===== config.mk =====
export PLATFORM = sky130hd
export DESIGN_NAME = lab4d_readout_engine
export DESIGN_NICKNAME = d
export VERILOG_FILES = /design/src/rtl/lab4d_pkg.sv /design/src/rtl/lab4d_readout_prescaler.sv /design/src/rtl/lab4d_readout_engine.sv
export SDC_FILE = /design/constraint.sdc
export NUM_CORES = 1
export LEC_CHECK = 0
export BUFFER_PORTS_ARGS = -buffer_cell sky130_fd_sc_hd__clkbuf_2
export CAP_MARGIN = 20
export CORE_ASPECT_RATIO = 1.5
export CORE_MARGIN = 4
export CORE_UTILIZATION = 26
export CTS_CLUSTER_DIAMETER = 80
export DETAILED_ROUTE_END_ITERATION = 10
export SLEW_MARGIN = 5
export SYNTH_ARGS = -nofsm -noshare
export SYNTH_HDL_FRONTEND = slang
export SYNTH_SLANG_ARGS = --single-unit

===== constraint.sdc =====
create_clock -name clk_i -period 30.3 [get_ports clk_i]
set_input_delay 3.03 -clock clk_i [delete_from_list [all_inputs] [get_ports clk_i]]
set_output_delay 3.03 -clock clk_i [all_outputs]
set_load 0.005 [all_outputs]

===== src/rtl/lab4d_pkg.sv =====
// Shared constants, state encoding and buffer address layout for the LAB4D readout engine.
package lab4d_pkg;

  localparam int unsigned LAB4D_BITS          = 12;
  localparam int unsigned LAB4D_SAMPLES       = 128;
  localparam int unsigned LAB4D_WINDOW_BITS   = 6;
  localparam int unsigned LAB4D_SAMPLE_BITS   = 7;
  localparam int unsigned LAB4D_BITCNT_BITS   = 4;
  localparam int unsigned LAB4D_PRESCALE_BITS = 4;
  localparam int unsigned LAB4D_ADR_BITS      = LAB4D_WINDOW_BITS + LAB4D_SAMPLE_BITS;

  typedef enum logic [2:0] {
    ST_IDLE,
    ST_SSRST,
    ST_SHI,
    ST_SLO,
    ST_WRITE,
    ST_INCR,
    ST_DONE
  } state_e;

  typedef struct packed {
    logic [LAB4D_WINDOW_BITS-1:0] window;
    logic [LAB4D_SAMPLE_BITS-1:0] sample;
  } buf_adr_t;

  // States whose length is set by the prescaler (H cycles each).
  function automatic logic is_phase_state(state_e s);
    return (s == ST_SSRST) || (s == ST_SHI) || (s == ST_SLO) || (s == ST_INCR);
  endfunction

endpackage


===== src/rtl/lab4d_readout_prescaler.sv =====
// Load/terminal-count down-counter; phase_end_c marks the last cycle of an H-cycle phase.
module lab4d_readout_prescaler
  import lab4d_pkg::*;
(
  input  logic                           clk_i,
  input  logic                           rst_i,
  input  logic                           load,
  input  logic [LAB4D_PRESCALE_BITS-1:0] load_value,
  output logic                           phase_end_c
);

  logic [LAB4D_PRESCALE_BITS-1:0] cnt_q;

  always_ff @(posedge clk_i or posedge rst_i) begin
    if (rst_i) begin
      cnt_q <= '0;
    end else if (load) begin
      cnt_q <= load_value;
    end else if (cnt_q != '0) begin
      cnt_q <= cnt_q - LAB4D_PRESCALE_BITS'(1);
    end
  end

  assign phase_end_c = (cnt_q == '0);

endmodule


===== src/rtl/lab4d_readout_engine.sv =====
// Readout responder: clocks one window of samples out of all LAB4D chips in parallel
// and writes each sample into the sample buffer, then pulses complete_o.
module lab4d_readout_engine
  import lab4d_pkg::*;
#(
  parameter int unsigned NUM_LAB = 12,
  parameter int unsigned SAMPLES = LAB4D_SAMPLES,
  parameter int unsigned BITS    = LAB4D_BITS
) (
  input  logic                           clk_i,
  input  logic                           rst_i,
  input  logic                           readout_i,
  input  logic [LAB4D_WINDOW_BITS-1:0]   readout_address_i,
  input  logic [LAB4D_PRESCALE_BITS-1:0] prescale_i,
  output logic                           complete_o,
  output logic                           busy_o,
  output logic [NUM_LAB-1:0]             SS_RST,
  output logic [NUM_LAB-1:0]             SS_INCR,
  output logic [NUM_LAB-1:0]             SRCLK,
  input  logic [NUM_LAB-1:0]             DOE,
  output logic                           buf_we_o,
  output logic [LAB4D_ADR_BITS-1:0]      buf_adr_o,
  output logic [NUM_LAB*BITS-1:0]        buf_dat_o
);

  localparam int unsigned DAT_W = NUM_LAB * BITS;

  state_e state_q, state_d;

  logic [LAB4D_WINDOW_BITS-1:0]   window_q;
  logic [LAB4D_PRESCALE_BITS-1:0] presc_q;
  logic [LAB4D_BITCNT_BITS-1:0]   bit_cnt_q;
  logic [LAB4D_SAMPLE_BITS-1:0]   sample_q;
  logic [DAT_W-1:0]               shreg_q;
  buf_adr_t                       buf_adr_q;
  logic [DAT_W-1:0]               buf_dat_q;

  logic busy_q, complete_q, ss_rst_q, ss_incr_q, srclk_q, buf_we_q;
  logic busy_d, complete_d, ss_rst_d, ss_incr_d, srclk_d, buf_we_d;

  logic                           phase_end_c;
  logic                           presc_load_c;
  logic [LAB4D_PRESCALE_BITS-1:0] presc_value_c;
  logic                           last_bit_c;
  logic                           last_sample_c;

  assign last_bit_c    = (bit_cnt_q == LAB4D_BITCNT_BITS'(BITS - 1));
  assign last_sample_c = (sample_q == LAB4D_SAMPLE_BITS'(SAMPLES - 1));

  // Reload at every phase boundary and outside timed phases; in IDLE the live
  // prescale_i is loaded so the first SSRST cycle already sees the new value.
  assign presc_load_c  = !is_phase_state(state_q) || phase_end_c;
  assign presc_value_c = (state_q == ST_IDLE) ? prescale_i : presc_q;

  lab4d_readout_prescaler u_prescaler (
    .clk_i       (clk_i),
    .rst_i       (rst_i),
    .load        (presc_load_c),
    .load_value  (presc_value_c),
    .phase_end_c (phase_end_c)
  );

  // Next-state and next-output decode; outputs are registered from state_d.
  always_comb begin
    state_d    = state_q;
    busy_d     = 1'b0;
    complete_d = 1'b0;
    ss_rst_d   = 1'b0;
    ss_incr_d  = 1'b0;
    srclk_d    = 1'b0;
    buf_we_d   = 1'b0;

    case (state_q)
      ST_IDLE:  if (readout_i) state_d = ST_SSRST;
      ST_SSRST: if (phase_end_c) state_d = ST_SHI;
      ST_SHI:   if (phase_end_c) state_d = ST_SLO;
      ST_SLO:   if (phase_end_c) state_d = last_bit_c ? ST_WRITE : ST_SHI;
      ST_WRITE: state_d = last_sample_c ? ST_DONE : ST_INCR;
      ST_INCR:  if (phase_end_c) state_d = ST_SHI;
      ST_DONE:  state_d = ST_IDLE;
      default:  state_d = ST_IDLE;
    endcase

    busy_d     = (state_d != ST_IDLE);
    complete_d = (state_d == ST_DONE);
    ss_rst_d   = (state_d == ST_SSRST);
    ss_incr_d  = (state_d == ST_INCR);
    srclk_d    = (state_d == ST_SHI);
    buf_we_d   = (state_d == ST_WRITE);
  end

  // State and control-output registers.
  always_ff @(posedge clk_i or posedge rst_i) begin
    if (rst_i) begin
      state_q    <= ST_IDLE;
      busy_q     <= 1'b0;
      complete_q <= 1'b0;
      ss_rst_q   <= 1'b0;
      ss_incr_q  <= 1'b0;
      srclk_q    <= 1'b0;
      buf_we_q   <= 1'b0;
    end else begin
      state_q    <= state_d;
      busy_q     <= busy_d;
      complete_q <= complete_d;
      ss_rst_q   <= ss_rst_d;
      ss_incr_q  <= ss_incr_d;
      srclk_q    <= srclk_d;
      buf_we_q   <= buf_we_d;
    end
  end

  // Request latch, bit/sample counters, per-chip shift registers and buffer payload.
  always_ff @(posedge clk_i or posedge rst_i) begin
    if (rst_i) begin
      window_q  <= '0;
      presc_q   <= '0;
      bit_cnt_q <= '0;
      sample_q  <= '0;
      shreg_q   <= '0;
      buf_adr_q <= '0;
      buf_dat_q <= '0;
    end else begin
      case (state_q)
        ST_IDLE: begin
          if (readout_i) begin
            window_q  <= readout_address_i;
            presc_q   <= prescale_i;
            sample_q  <= '0;
            bit_cnt_q <= '0;
          end
        end
        ST_SSRST: begin
          if (phase_end_c) bit_cnt_q <= '0;
        end
        ST_SHI: begin
          if (phase_end_c) begin
            for (int unsigned n = 0; n < NUM_LAB; n++) begin
              shreg_q[n*BITS +: BITS] <= {shreg_q[n*BITS +: BITS-1], DOE[n]};
            end
          end
        end
        ST_SLO: begin
          if (phase_end_c) bit_cnt_q <= bit_cnt_q + LAB4D_BITCNT_BITS'(1);
        end
        ST_WRITE: begin
          bit_cnt_q <= '0;
        end
        ST_INCR: begin
          if (phase_end_c) sample_q <= sample_q + LAB4D_SAMPLE_BITS'(1);
        end
        default: ;
      endcase

      // Payload is captured on entry so it is valid alongside the write strobe.
      if (state_d == ST_WRITE) begin
        buf_adr_q.window <= window_q;
        buf_adr_q.sample <= sample_q;
        buf_dat_q        <= shreg_q;
      end
    end
  end

  assign complete_o = complete_q;
  assign busy_o     = busy_q;
  assign SS_RST     = {NUM_LAB{ss_rst_q}};
  assign SS_INCR    = {NUM_LAB{ss_incr_q}};
  assign SRCLK      = {NUM_LAB{srclk_q}};
  assign buf_we_o   = buf_we_q;
  assign buf_adr_o  = buf_adr_q;
  assign buf_dat_o  = buf_dat_q;

endmodule


# Yosys cells after proc, flatten, opt, wreduce, memory -nomap -nowiden
# Cells that the tools add are included.
# totals
register_bits	335
in_bits	25
out_inout_bits	196
wordCells	69
# classes
add_sub_neg	3
n_eq_ne	16
mux	17
reduce_logical	17
# ops
operator	count
two-way mux 4 bit	6
case mux 4 bit (4 select lines)	1
== test 3 bit (second input constant)	5
two-way mux 3 bit	5
case mux 3 bit (5 select lines)	1
two-way mux 7 bit	2
case mux 7 bit (2 select lines)	1
== test 3 x 2 -> 1 bit (second input constant)	3
!= test 2 bit (second input constant)	4
nonzero test 4 bit	2
adder 7 x 1 -> 7 bit (second input constant)	1
== test 7 bit (second input constant)	1
== test 3 x 1 -> 1 bit (second input constant)	2
adder 4 x 1 -> 4 bit (second input constant)	1
== test 4 bit (second input constant)	1
logical NOT 4 bit	1
logical OR 1 bit	4
AND reduction 2 bit	2
AND reduction 4 bit	1
nonzero test 2 bit	2
subtractor 4 x 1 -> 4 bit (second input constant)	1
logical NOT 3 bit	1
AND reduction 3 bit	1
nonzero test 3 bit	1
3 further kinds	3

# Logic depth before layout (Yosys ltp)
# Gate-level depths: netlist of run 1.
# depth
depth_word	7
ltp_mapped	9
mapped_depth_nobuf	6

# By module
# A second synthesis of run 1 with hierarchy kept.
# hier_totals
hier_cells	828
hier_area_um2	13056.3
# modules_own_cells
module	instances	cells_per_inst	area_each_um2
lab4d_readout_engine	1	805	12819.8
lab4d_readout_prescaler	1	23	236.5

# Worst setup path after synthesis of run 1
# OpenSTA, ideal clock, no wires.
# synth_timing
kind	input to register
start	input port readout_i
end	register bit_cnt_q[3]
setup_time_ns	0.065
t_arrival_ns	3.841
required_ns	30.235
path_slack_ns	26.394
stages	4
n_path_buf	0
path_cell_list	nor2_1 o32a_1 or4_1 nand2_1
# synth_via
elab_chain_cells	2
# synth_lines
item	line	source
start, declared	lab4d_readout_engine.sv:12	input logic readout_i,
!= test 2 bit (no source line)	n/a	
AND reduction 4 bit (no source line)	n/a	
end signal, assigned	lab4d_readout_engine.sv:144	if (phase_end_c) bit_cnt_q <= bit_cnt_q + LAB4D_BITCNT_BITS'(1);
end, declared	lab4d_readout_engine.sv:32	logic [LAB4D_BITCNT_BITS-1:0] bit_cnt_q;
# No other way between the ends.
# A chain may end at the register's enable or synchronous reset.

==> results of run 1 <==
-- registers in the layout, summed over array words and instances (netlist names) --
name               cells
srclk_q                1
sample_q               7
u_prescaler.cnt_q      4
complete_o             1
busy_o                 1
buf_we_o               1
state_q                3
window_q               6
buf_dat_o            144
shreg_q              144
bit_cnt_q              4
buf_adr_o             13
ss_incr_q              1
presc_q                4
ss_rst_q               1
-- placed cells by master, fill, tap and decap left out, types with 2 or more instances in the layout --
cell / instances
inv_1: 4
mux2i_1: 3
a21boi_0: 2
inv_6: 3
clkbuf_2: 221
nor3_1: 2
mux2_2: 297
nor2_1: 16
nor2b_1: 3
a21oi_1: 4
clkinv_4: 4
nand3_1: 6
xor2_1: 6
nand2_1: 42
clkbuf_16: 37
clkinv_2: 2
ha_1: 3
clkbuf_1: 9
o21ai_0: 6
mux2_1: 5
clkbuf_8: 6
buf_4: 7
nand4_1: 4
bufinv_16: 3
nand3b_1: 2
dfrtp_1: 335
-- per-layer routing --
layer / share of wire (%) / GRT usage, % / vias to the layer above
met2: 51 / 16.61 / 147
met4: 3.2 / 3.759 / 0
met3: 5.9 / 2.580 / 48
li1: - / - / 3272
met5: 0 / 0 / -
met1: 40 / 11.33 / 3706
-- worst reg2reg max path, cell delays in order (launching register included) --
cell	delay (ps)
dfrtp_1	380
inv_1	80
ha_1	200
or3b_1	470
nor2_1	160
and3_4	500
buf_4	780
mux2_2	540
-- report_power, final --
group	internal, mW	switching, mW	leakage (nW)
logic	0.0447	0.0463	3.03
clock network	0.267	0.181	0.590
registers	0.483	0.0321	4.61
total	0.795	0.260	8.22
-- final timing paths --
| kind | start | to | depth (start not counted) |
|---|---|---|---|
| hold / removal | presc_q[1]$_DFFE_PP0P_ | presc_q[1]$_DFFE_PP0P_ | 2 |
| max in group clk_i | ss_rst_q$_DFF_PP0_ | SS_RST[9] | 1 |
| setup reg to reg | u_prescaler.cnt_q[0]$_DFFE_PP0P_ | buf_dat_o[142]$_DFFE_PP0N_ | 7 |
| setup / recovery | rst_i | buf_adr_o[7]$_DFFE_PP0N_ | 5 |
| hold reg to reg | presc_q[1]$_DFFE_PP0P_ | presc_q[1]$_DFFE_PP0P_ | 2 |
| min in group asynchronous | rst_i | buf_dat_o[37]$_DFFE_PP0N_ | 2 |
-- cells by family (layout without fill, tap and decap cells) --
family          after synthesis  count (layout)  synth area share (%)
mux                         305             305                 26.35
compound gates               19              19                0.9516
fa+ha+maj                     3               3                0.2884
xor+xnor                      6               6                0.4036
simple gates                 90              90                 3.297
buf+inv                      82             299                 4.315
flops                       335             335                 64.39
-- layout make-up --
type / instances / area share [%]
clock buffer: 52 / 6.630
clock inverter: 13 / 1.074
inverter: 5 / 0.1671
multi-input combinational: 423 / 25.98
sequential: 335 / 53.33
tap: 663 / 5.277
timing repair buffer: 229 / 7.545
==> run_results.csv, run 1 <==
group,metric,value,unit
finish,final_cell_count_no_fill,1720,
power_and_ir_drop,total_power,1.054,mW
setup_path,reg2reg_slack,27070,ps
clock_tree,postCtsHoldBufs,0,
clock_tree,cts_tree,"yes",
clock_tree,htree_num_levels,2,
sta,max_freq,0.2154,GHz
setup_path,critPathMostFrequentCell,"buf_4",
clock_tree,clock_path_buffers,3,
sta,period_share,15.32,%
route,wl,26.18,mm
sta,setup_viol,0,
sta,fin_ws,25660,ps
setup_path,end_kind,"asynchronous set/reset pin",
placed_design,port_buffers,220,
yosys,synthTopCellsByArea,"dfrtp_1 (64%), mux2_2 (26%), buf_4 (2.8%)",
global_route,antenna_found_initial,0,
route,drcViolationCount,0,
yosys,ys_warn_count,0,
clock_tree,path_clk_slew,60,ps
setup_path,critPathKind,"primary input to asynchronous set/reset pin",
power_and_ir_drop,power.density,67.05,nW/um^2
clock_tree,cts_root_buffer,"clkbuf_16",
yosys,synthesis.instances,840,
sta,timing.hold.ws,473.1,ps
clock_tree,cts_sinks,335,
setup_path,crit_path_max_fanout,131,
finish,final_cell_area,15720,sq um
finish,nNetsFinal,1058,
power_and_ir_drop,peakVddDrop,0.04121,mV
route,vias,7173,
sta,slew_headroom,35.39,%
setup_path,crit_path_max_incr_delay,730,ps
yosys,synth_edf_count,0,
sta,tns,0,ps
placed_design,gp_congestion,0.7096,
sta,min_period,4643,ps
outcome,status,"completed",
placed_design,dpl_cell_area,14480,sq um
finish,multiInputGateArea,4084,sq um
yosys,netlist_area,13020,sq um
clock_tree,insertion_delay,520,ps
setup_path,critPathTopFamily,"buffers and inverters",
setup_path,crit_buf_inv,5,
finish,regArea,8383,sq um
yosys,synth_area_per_cell,15.50,sq um
floorplan,initial_core_util,26.28,%
global_route,grt-ovfl-total,0,
finish,fin_util,31.73,%
global_route,grt_pass1_vias,7646,
finish,fill_cells,5016,
setup_path,start_kind,"primary input",
sta,final_max_slew_viol_count,0,
yosys,ys_seq_area_share,64.39,%
finish,drive_gt1_share,55.63,%
sta,hold_violations,0,
setup_path,required,30980,ps
finish,antenna_cells,0,
floorplan,die-area,53790,sq um
global_route,grt_max_degree,132,
floorplan,die_height,282.1,microns
clock_tree,postCtsSetupRepairBufs,0,
route,drt_pass1_iterations,4,
floorplan,ios,221,
placed_design,pre_cts_slack,24500,ps
yosys,synth_top_cell_area_share,64.39,%
clock_tree,cts_resized,0,
route,vias_per_cell,4.170,
global_route,grt.total_usage,9.583,%
route,wl_per_cell,15.22,microns
power_and_ir_drop,power_leakage,8.224,nW
placed_design,dp.final_hpwl,16.95,mm
route,initialDrtViolationCount,227,
yosys,synth_common_cells,"dfrtp_1 (335), mux2_2 (297), buf_4 (48), nand2_1 (42), buf_2 (17)",
worst_hold_path,holdCritPathClass,"flop to flop",
global_route,grt_pass1_wl,42.26,mm
sta,rsz0062_at_grt,"false",
setup_path,crit_chain,"clkbuf_2, inv_8, buf_4, buf_4, buf_16",
yosys,syn-num-nets,868,
yosys,async_flop_share,100.0,%
clock_tree,cts_made_buffers,36,
yosys,ys_seq_elements,335,
route,antenna_left,0,
yosys,synth.most_common_cell,"dfrtp_1",
floorplan,fp.dieW,190.7,microns
setup_path,critical_path_arrival,5320,ps
run,max-cap-violations,0,
yosys,ys.flop_type,"dfrtp_1",
sta,fin_worst_skew,16.38,ps
finish,syn2layout_area_growth,20.75,%
placed_design,dp_cells,1653,
setup_path,cp_slowest_cell,"buf_4",
sta,max_slew.worst_pin.slew,969.2,ps
floorplan,rows,100,
yosys,synth_top_area_cell,"dfrtp_1",
yosys,ys_types,41,
floorplan,coreArea,49550,sq um
(Power assumes the default switching activity.)
==> run 2, diff against run 1 <==
==> constraint.sdc (replaced) <==
create_clock -name clk_i -period 4 [get_ports clk_i]
set_input_delay 0.4 -clock clk_i [delete_from_list [all_inputs] [get_ports clk_i]]
set_output_delay 0.4 -clock clk_i [all_outputs]
set_load 0.005 [all_outputs]
==> run_results.csv, run 2 (same netlist as run 1, synthesis figures left out) <==
group,metric,value,unit
floorplan,coreArea,49550,sq um
floorplan,rows,100,
setup_path,end_kind,"flop",
power_and_ir_drop,power.density,498.2,nW/um^2
placed_design,port_buffers,220,
finish,final_common_cell,"dfrtp_1",
clock_tree,clock_path_buffers,3,
placed_design,dpl_cell_area,14600,sq um
sta,max_freq,0.3608,GHz
power_and_ir_drop,swShare,24.57,%
global_route,antenna_found_initial,0,
global_route,met1_usage,11.41,%
power_and_ir_drop,p_int,5.911,mW
global_route,grt_max_degree,106,
setup_path,crit_path_max_fanout,83,
placed_design,pre_cts_slack,1161,ps
placed_design,gp_congestion,0.6998,
finish,nNetsFinal,1063,
sta,fin_worst_skew,15.94,ps
setup_path,critPathKind,"flop to flop",
route,wl,26.72,mm
route,drt_pass1_iterations,4,
power_and_ir_drop,total_power,7.837,mW
finish,drive_gt1_share,55.62,%
finish,fin_util,31.74,%
global_route,grt-ovfl-total,0,
sta,rsz0062_at_grt,"false",
route,drcViolationCount,0,
clock_tree,htree_num_levels,2,
finish,syn2layout_area_growth,20.82,%
floorplan,ios,221,
global_route,grt.total_usage,9.908,%
route,wl_per_cell,15.51,microns
sta,final_max_slew_viol_count,0,
setup_path,r2r.worst_path.cells,6,
sta,slew_headroom,25.85,%
clock_tree,cts_resized,0,
clock_tree,cts_tree,"yes",
power_and_ir_drop,peakVddDrop,0.2743,mV
floorplan,initial_core_util,26.28,%
outcome,status,"completed",
power_and_ir_drop,clkPwrFrac,41.4,%
worst_hold_path,holdCritPathClass,"primary input to asynchronous set/reset pin",
power_and_ir_drop,p_seq_share,49.7,%
clock_tree,insertion_delay,510,ps
route,initialDrtViolationCount,178,
route,vias,7149,
clock_tree,cts_root_buffer,"clkbuf_16",
sta,max_slew.worst_pin.slew,1097,ps
sta,fin_ws,1229,ps
setup_path,required,4390,ps
global_route,grtUsageMet2,17.67,%
route,antenna_left,0,
global_route,use_met3,2.630,%
global_route,grt_busiest_layer,"met2",
sta,tns,0,ps
clock_tree,cts_made_buffers,35,
placed_design,dp.final_hpwl,17.57,mm
clock_tree,postCtsHoldBufs,0,
clock_tree,postCtsSetupRepairBufs,0,
sta,hold_violations,0,
global_route,grt_pass1_wl,43.24,mm
finish,fill_cells,4982,
sta,min_period,2771,ps
floorplan,die_height,282.1,microns
floorplan,die-area,53790,sq um
power_and_ir_drop,p_sw,1.925,mW
setup_path,start_kind,"flop",
global_route,grt_pass1_vias,7761,
floorplan,fp.dieW,190.7,microns
clock_tree,path_clk_slew,60,ps
finish,final_cell_mix,"dfrtp_1 (335), mux2_2 (297), clkbuf_2 (220), nand2_1 (42), clkbuf_16 (35)",
setup_path,critical_path_arrival,3160,ps
sta,setup_viol,0,
sta,period_share,69.28,%
power_and_ir_drop,power_leakage,8.214,nW
route,vias_per_cell,4.149,
run,max-cap-violations,0,
clock_tree,cts_sinks,335,
finish,final_cell_area,15730,sq um
power_and_ir_drop,combPwrFrac,8.9,%
==> run 2: worst paths after layout <==
path	slack, ps	to	start
min	70	buf_dat_o[103]$_DFFE_PP0N_	rst_i
min in group clk_i	90	window_q[4]$_DFFE_PP0P_	readout_address_i[4]
max in group asynchronous	2890	buf_dat_o[26]$_DFFE_PP0N_	rst_i
max	1230	shreg_q[59]$_DFFE_PP0P_	u_prescaler.cnt_q[0]$_DFFE_PP0P_
max reg2reg	1230	shreg_q[59]$_DFFE_PP0P_	u_prescaler.cnt_q[0]$_DFFE_PP0P_
min reg2reg	470	window_q[1]$_DFFE_PP0P_	window_q[1]$_DFFE_PP0P_
==> run 2: final cells by class <==
type | instances | area, sq um | area share [%]
Timing Repair Buffer | 235 | 1276 | 8.114
Multi-Input combinational cell | 423 | 4084 | 25.96
Inverter | 5 | 22.52 | 0.1432
Clock buffer | 50 | 982.2 | 6.245
Tap cell | 663 | 829.5 | 5.274
Sequential cell | 335 | 8383 | 53.30
Antenna cell | 1 | 2.502 | 0.01591
Clock inverter | 11 | 148.9 | 0.9466
==> run 2: worst max-delay path, cell delays in order, from the launching register on <==
cell and delay (ps):
dfrtp_1 370, inv_1 80, ha_1 210, or3b_1 460, or3_4 690, buf_12 350
mux2_1 390
==> run 2: metal layers <==
| metal | part of all wire [%] | vias up | wire length (microns) |
|---|---|---|---|
| met3 | 5.6 | 41 | 1499 |
| met4 | 2.9 | 0 | 772 |
| met2 | 52 | 149 | 13880 |
| met1 | 40 | 3676 | 10560 |
| li1 | - | 3283 | - |
| met5 | 0 | - | 0 |
==> run 2: stage by stage <==
step | instances | hold WS, ps
floorplan | 840 | 440.1
global placement | 1661 | 453.2
detailed placement | 1661 | 460.5
CTS | 1722 | 53.32
global route | 1722 | 74.34
finish | 1723 | 73.80
==> run 2: power by group through the flow <==
stage | combinational, mW | sequential (mW) | clock, mW
global route | 0.789 | 3.94 | 3.52
floorplan | 0.649 | 3.87 | 0
detailed placement | 0.715 | 3.96 | 0
global placement | 0.700 | 3.95 | 0
finish | 0.698 | 3.90 | 3.24
CTS | 0.721 | 3.90 | 3.38
